### config.mk
export PLATFORM = sky130hd
export DESIGN_NAME = mips_multicycle_control
export DESIGN_NICKNAME = d
export VERILOG_FILES = /design/src/rtl/mips_multicycle_control.sv
export SDC_FILE = /design/constraint.sdc
export NUM_CORES = 1
export LEC_CHECK = 0
export ABC_AREA = 1
export ABC_CLOCK_PERIOD_IN_PS = 3300
export CORE_AREA = 2 2 47 49
export CTS_CLUSTER_DIAMETER = 30
export DETAILED_ROUTE_END_ITERATION = 7
export DIE_AREA = 0 0 49 51
export DONT_BUFFER_PORTS = 1
export PLACE_DENSITY = 0.68
export SYNTH_ARGS = -nofsm -noshare
export SYNTH_HDL_FRONTEND = slang
export SYNTH_SLANG_ARGS = --single-unit
### constraint.sdc
create_clock -name clk -period 3.3 [get_ports clk]
set_clock_uncertainty 0.2 [all_clocks]
set_input_delay 0.495 -clock clk [delete_from_list [all_inputs] [get_ports clk]]
set_output_delay 0.495 -clock clk [all_outputs]
set_load 0.02 [all_outputs]
### src/rtl/mips_multicycle_control.sv
// mips_multicycle_control: multicycle MIPS control FSM.
// Fetches and decodes each instruction and sequences the datapath muxes,
// register file, memory port and ALU.
//
// Parameters:
//   ALU_SETTLE  cycles each ALU state (MEM_ADDR, R_EXEC, BRANCH, I_EXEC) holds, 1..4
// Ports:
//   clk, rst_n          clock, async active-low reset
//   opcode, funct       instruction register fields
//   zero                ALU zero flag; the datapath qualifies pc_write_cond with it
//   mem_ready           memory completes the current read/write this cycle
//   pc_write .. alu_src_a  1-bit datapath controls
//   alu_src_b, pc_source   2-bit mux selects
//   alu_control         4-bit ALU op
//   state               current state (debug)
//   illegal             trap indicator
// Configuration macro:
//   MC_ILLEGAL_TRAP_EN  illegal opcode/funct parks in TRAP until reset;
//                       when undefined it executes as a NOP.
module mips_multicycle_control #(
   parameter int unsigned ALU_SETTLE = 1
) (
   input  logic       clk,
   input  logic       rst_n,
   input  logic [5:0] opcode,
   input  logic [5:0] funct,
   input  logic       zero,
   input  logic       mem_ready,
   output logic       pc_write,
   output logic       pc_write_cond,
   output logic       i_or_d,
   output logic       mem_read,
   output logic       mem_write,
   output logic       ir_write,
   output logic       mem_to_reg,
   output logic       reg_dst,
   output logic       reg_write,
   output logic       alu_src_a,
   output logic [1:0] alu_src_b,
   output logic [1:0] pc_source,
   output logic [3:0] alu_control,
   output logic [3:0] state,
   output logic       illegal
);

   typedef enum logic [3:0] {
      S_FETCH     = 4'd0,
      S_DECODE    = 4'd1,
      S_MEM_ADDR  = 4'd2,
      S_MEM_READ  = 4'd3,
      S_MEM_WB    = 4'd4,
      S_MEM_WRITE = 4'd5,
      S_R_EXEC    = 4'd6,
      S_R_WB      = 4'd7,
      S_BRANCH    = 4'd8,
      S_JUMP      = 4'd9,
      S_I_EXEC    = 4'd10,
      S_I_WB      = 4'd11,
      S_TRAP      = 4'd12
   } state_t;

   localparam logic [3:0] ALU_ADD = 4'b0010;
   localparam logic [3:0] ALU_SUB = 4'b0110;
   localparam logic [3:0] ALU_SLL = 4'b0011;
   localparam logic [3:0] ALU_AND = 4'b0000;
   localparam logic [3:0] ALU_NOR = 4'b1100;
   localparam logic [3:0] ALU_SLT = 4'b0111;
   localparam logic [3:0] ALU_OR  = 4'b0001;
   localparam logic [3:0] ALU_MUL = 4'b1111;

   localparam logic [5:0] OP_RTYPE = 6'h00;
   localparam logic [5:0] OP_J     = 6'h02;
   localparam logic [5:0] OP_BEQ   = 6'h04;
   localparam logic [5:0] OP_ADDI  = 6'h08;
   localparam logic [5:0] OP_LW    = 6'h23;
   localparam logic [5:0] OP_SW    = 6'h2B;

   localparam int unsigned CNT_W = 2;
   localparam logic [CNT_W-1:0] SETTLE_LAST = CNT_W'(ALU_SETTLE - 1);

`ifdef MC_ILLEGAL_TRAP_EN
   localparam state_t ILLEGAL_DEST = S_TRAP;
`else
   localparam state_t ILLEGAL_DEST = S_FETCH;
`endif

   state_t           state_q, state_d;
   logic [CNT_W-1:0] cnt_q;
   logic             is_alu_state;
   logic             settle_done;
   logic             funct_ok;
   logic [3:0]       r_alu_op;

   // zero is consumed by the datapath's PC enable, not by the sequencing
   logic unused_zero;
   assign unused_zero = zero;

   assign state        = state_q;
   assign is_alu_state = (state_q == S_MEM_ADDR) || (state_q == S_R_EXEC) ||
                         (state_q == S_BRANCH)   || (state_q == S_I_EXEC);
   assign settle_done  = (cnt_q == SETTLE_LAST);

   // State register
   always_ff @(posedge clk or negedge rst_n) begin
      if (!rst_n) state_q <= S_FETCH;
      else        state_q <= state_d;
   end

   // ALU settle counter, cleared on every state change
   always_ff @(posedge clk or negedge rst_n) begin
      if (!rst_n)                   cnt_q <= '0;
      else if (state_d != state_q)  cnt_q <= '0;
      else if (is_alu_state)        cnt_q <= cnt_q + CNT_W'(1);
   end

   // R-type funct decode
   always_comb begin
      funct_ok = 1'b1;
      r_alu_op = ALU_ADD;
      case (funct)
         6'h20:   r_alu_op = ALU_ADD;
         6'h22:   r_alu_op = ALU_SUB;
         6'h24:   r_alu_op = ALU_AND;
         6'h25:   r_alu_op = ALU_OR;
         6'h27:   r_alu_op = ALU_NOR;
         6'h2A:   r_alu_op = ALU_SLT;
         6'h00:   r_alu_op = ALU_SLL;
         6'h18:   r_alu_op = ALU_MUL;
         default: funct_ok = 1'b0;
      endcase
   end

   // Next state and Moore control decode
   always_comb begin
      state_d       = state_q;
      pc_write      = 1'b0;
      pc_write_cond = 1'b0;
      i_or_d        = 1'b0;
      mem_read      = 1'b0;
      mem_write     = 1'b0;
      ir_write      = 1'b0;
      mem_to_reg    = 1'b0;
      reg_dst       = 1'b0;
      reg_write     = 1'b0;
      alu_src_a     = 1'b0;
      alu_src_b     = 2'b00;
      pc_source     = 2'b00;
      alu_control   = ALU_ADD;
      illegal       = 1'b0;
      case (state_q)
         S_FETCH: begin
            mem_read  = 1'b1;
            alu_src_b = 2'b01;
            // strobes must stay quiet while reset is held
            if (mem_ready) begin
               ir_write = rst_n;
               pc_write = rst_n;
               state_d  = S_DECODE;
            end
         end
         S_DECODE: begin
            alu_src_b = 2'b11;
            case (opcode)
               OP_LW, OP_SW: state_d = S_MEM_ADDR;
               OP_RTYPE:     state_d = S_R_EXEC;
               OP_BEQ:       state_d = S_BRANCH;
               OP_J:         state_d = S_JUMP;
               OP_ADDI:      state_d = S_I_EXEC;
               default:      state_d = ILLEGAL_DEST;
            endcase
         end
         S_MEM_ADDR: begin
            alu_src_a = 1'b1;
            alu_src_b = 2'b10;
            if (settle_done) state_d = (opcode == OP_SW) ? S_MEM_WRITE : S_MEM_READ;
         end
         S_MEM_READ: begin
            mem_read = 1'b1;
            i_or_d   = 1'b1;
            if (mem_ready) state_d = S_MEM_WB;
         end
         S_MEM_WB: begin
            reg_write  = 1'b1;
            mem_to_reg = 1'b1;
            state_d    = S_FETCH;
         end
         S_MEM_WRITE: begin
            mem_write = 1'b1;
            i_or_d    = 1'b1;
            if (mem_ready) state_d = S_FETCH;
         end
         S_R_EXEC: begin
            alu_src_a   = 1'b1;
            alu_control = r_alu_op;
            if (settle_done) state_d = funct_ok ? S_R_WB : ILLEGAL_DEST;
         end
         S_R_WB: begin
            reg_write = 1'b1;
            reg_dst   = 1'b1;
            state_d   = S_FETCH;
         end
         S_BRANCH: begin
            alu_src_a   = 1'b1;
            alu_control = ALU_SUB;
            pc_source   = 2'b01;
            // only the last cycle sees a settled zero flag
            pc_write_cond = settle_done;
            if (settle_done) state_d = S_FETCH;
         end
         S_JUMP: begin
            pc_write  = 1'b1;
            pc_source = 2'b10;
            state_d   = S_FETCH;
         end
         S_I_EXEC: begin
            alu_src_a = 1'b1;
            alu_src_b = 2'b10;
            if (settle_done) state_d = S_I_WB;
         end
         S_I_WB: begin
            reg_write = 1'b1;
            state_d   = S_FETCH;
         end
`ifdef MC_ILLEGAL_TRAP_EN
         S_TRAP: begin
            illegal = 1'b1;
            state_d = S_TRAP;
         end
`endif
         default: state_d = S_FETCH;
      endcase
   end

endmodule
==> flow_metrics.env <==
export IMPL_status="complete, no violations"
export IMPL_io_pins=39
export IMPL_rsz0062_at_grt="false"
export IMPL_cts_root_buf="clkbuf_4"
export IMPL_slew_headroom_pct=34.4
export IMPL_p_total_uw=523
export IMPL_period_minus_slack_ps=2630
export IMPL_rows=17
export IMPL_grt_max_degree=8
export IMPL_initial_core_util_pct=41.5
export IMPL_wirelength_um=2120
export IMPL_setup_tns_ps=0
export IMPL_dr_pass1_iters=4
export IMPL_dieArea_mm2=0.00250
export IMPL_timing_hold_ws_ps=310
export IMPL_drive_above_1_share_pct=11.2
export IMPL_place_congestion=0.878
export IMPL_numCtsBuffers=3
export IMPL_avgViaCountPerCell=5.14
export IMPL_p_leak_uw=0.000500
export IMPL_grt_busiest_layer="met2"
export IMPL_required_ps=2600
export IMPL_grt_use_total_pct=17.0
export IMPL_areaGrowthSynthToFinish_pct=7.02
export IMPL_grt_pass1_vias=852
export IMPL_syn_area_um2=856
export IMPL_drtAntennaViolNets=0
export IMPL_avgSynthCellArea_um2=5.42
export IMPL_cts_num_sinks=6
export IMPL_final_period_utilization_pct=79.6
export IMPL_seq_area_frac_synth_pct=17.5
export IMPL_finalHoldViolations=0
export IMPL_ys_types=21
export IMPL_hold_path_class="in2reg"
export IMPL_grt_overflow_total=0
export IMPL_crit_type="reg2out"
export IMPL_io_buffers=0
export IMPL_cts_setup_buffers=0
export IMPL_power_per_cell_area_mw_per_mm2=572
export IMPL_seq_area_um2=150
export IMPL_drc=0
export IMPL_reg2reg_from="state[0]"
export IMPL_hold_path_startpoint="mem_ready"
export IMPL_die_w_um=49
export IMPL_final_util_pct=44.4
export IMPL_path_max_fanout=7
export IMPL_setup_viol=0
export IMPL_die_h_um=51
export IMPL_maxCapViolCount=0
export IMPL_clkLatencyLatePin_ps=240
export IMPL_drt_initial_drc_count=38
export IMPL_ir_drop_uv=329
export IMPL_final_cell_mix="35 x nand2_1, 29 x nor2_1, 28 x inv_1, 14 x nand3_1, 11 x a21oi_1"
export IMPL_grt_pass1_wl_um=3360
export IMPL_cts_tree="yes"
export IMPL_reg2regPathDepth=5
export IMPL_critPathArrivalTime_ps=1930
export IMPL_vias=971
export IMPL_reg2reg_slack_ps=1010
export IMPL_fill_cells=232
export IMPL_synth_nets=175
export IMPL_final_common_cell="nand2_1"
export IMPL_htree_levels=1
export IMPL_diodes=0
export IMPL_fmax_mhz=380
export IMPL_drv_slew=0
export IMPL_ys_warn_count=0
export IMPL_use_met1_pct=18.1
export IMPL_ys_seq_elements=6
export IMPL_synth_cells=158
export IMPL_path_clk_slew_ps=50
export IMPL_dp_hpwl_um=1800
export IMPL_holdPathStages=4
export IMPL_holdPathEnd="state[2]"
export IMPL_coreArea_mm2=0.00206
export IMPL_wl_per_cell_um=11.2
export IMPL_worstMarginPinSlew_ps=974
export IMPL_timing_rr_end="cnt_q[1]"
export IMPL_multi_input_area_um2=586
export IMPL_clock_tree_buffer_depth=2
export IMPL_antenna_found_initial=0
export IMPL_nets=180
export IMPL_start_kind="flip-flop"
export IMPL_grtUsageMet2_pct=32.9
export IMPL_use_met3_pct=4.97
export IMPL_worst_setup_path_end_kind="output port"
## registers in the layout, summed over array words and instances (netlist names)
register and count:
cnt_q 2, state 4
## Yosys cell counts
library cell	n	area share, %
a21oi_1	11	6.4
and3_1	1	0.73
buf_4	1	0.88
conb_1	1	0.44
dfrtp_1	6	18
ha_1	1	1.5
inv_1	28	12
inv_2	2	0.88
nand2_1	35	15
nand2_2	5	3.7
nand3_1	14	8.2
nand3_2	2	2.3
nand3b_2	1	1.3
nand4_1	6	4.4
nor2_1	29	13
nor2_2	3	2.2
nor2_4	2	2.6
nor3_1	2	1.2
o21ai_0	5	2.9
o22ai_1	2	1.5
xor2_1	1	1.0
## critical path, stage by stage (launching register included)
cell	delay, ps
dfrtp_1	520
inv_2	140
nand2_1	150
nor2_1	200
inv_1	70
a21oi_1	160
inv_1	70
a21oi_1	380
## repair_timing
action	CTS	global route
hold endpoints to repair	6	0
resized for setup	0	0
setup endpoints to repair	0	0
hold buffers	1	0
## power by group
group | internal (uW) | leakage, uW | switching (uW)
logic | 80.9 | 0.000405 | 239
clock network | 41.1 | 0.0000138 | 25.9
registers | 90.0 | 0.0000816 | 46.7
## layer usage
| metal | up-vias | share of wire, % |
|---|---|---|
| met1 | 419 | 39 |
| li1 | 507 | - |
| met2 | 43 | 50 |
| met5 | - | 0 |
| met3 | 2 | 10 |
| met4 | 0 | 0.47 |
## logic make-up after synthesis
family	synth area share (%)
adders and majority gates	1.46
DFF	17.5
and+or+nand+nor	54.7
other	0.438
xor gates and xnor gates	1.02
buffers and inverters	14.0
AOI/OAI and AO/OA	10.8
## worst max path at each step
| stage | from | to | slack (ps) | cells past startpoint |
|---|---|---|---|---|
| CTS | state[3] | pc_write_cond | 680 | 6 |
| detailed placement | state[3] | pc_write_cond | 940 | 6 |
| global route | state[3] | alu_control[0] | 480 | 7 |
| floorplan | state[3] | alu_control[0] | 1110 | 7 |
| finish | state[0] | alu_control[3] | 670 | 7 |
| global placement | state[3] | alu_control[0] | 960 | 7 |
## final cells by class
class,instances,area share [%]
Clock buffer,3,2.46
Inverter,30,12.3
Multi-Input combinational cell,121,63.9
Sequential cell,6,16.4
Tap cell,28,3.83
Timing Repair Buffer,1,1.09
## through the flow
step	instance area [um2]	setup slack, ps	std cells
4_1_cts	916	684	189
3_5_place_dp	883	943	185
2_1_floorplan	856	1110	158
6_report	916	672	189
3_3_place_gp	883	958	185
5_1_grt	916	476	189
No activity file was read; power rests on OpenSTA's default activity.
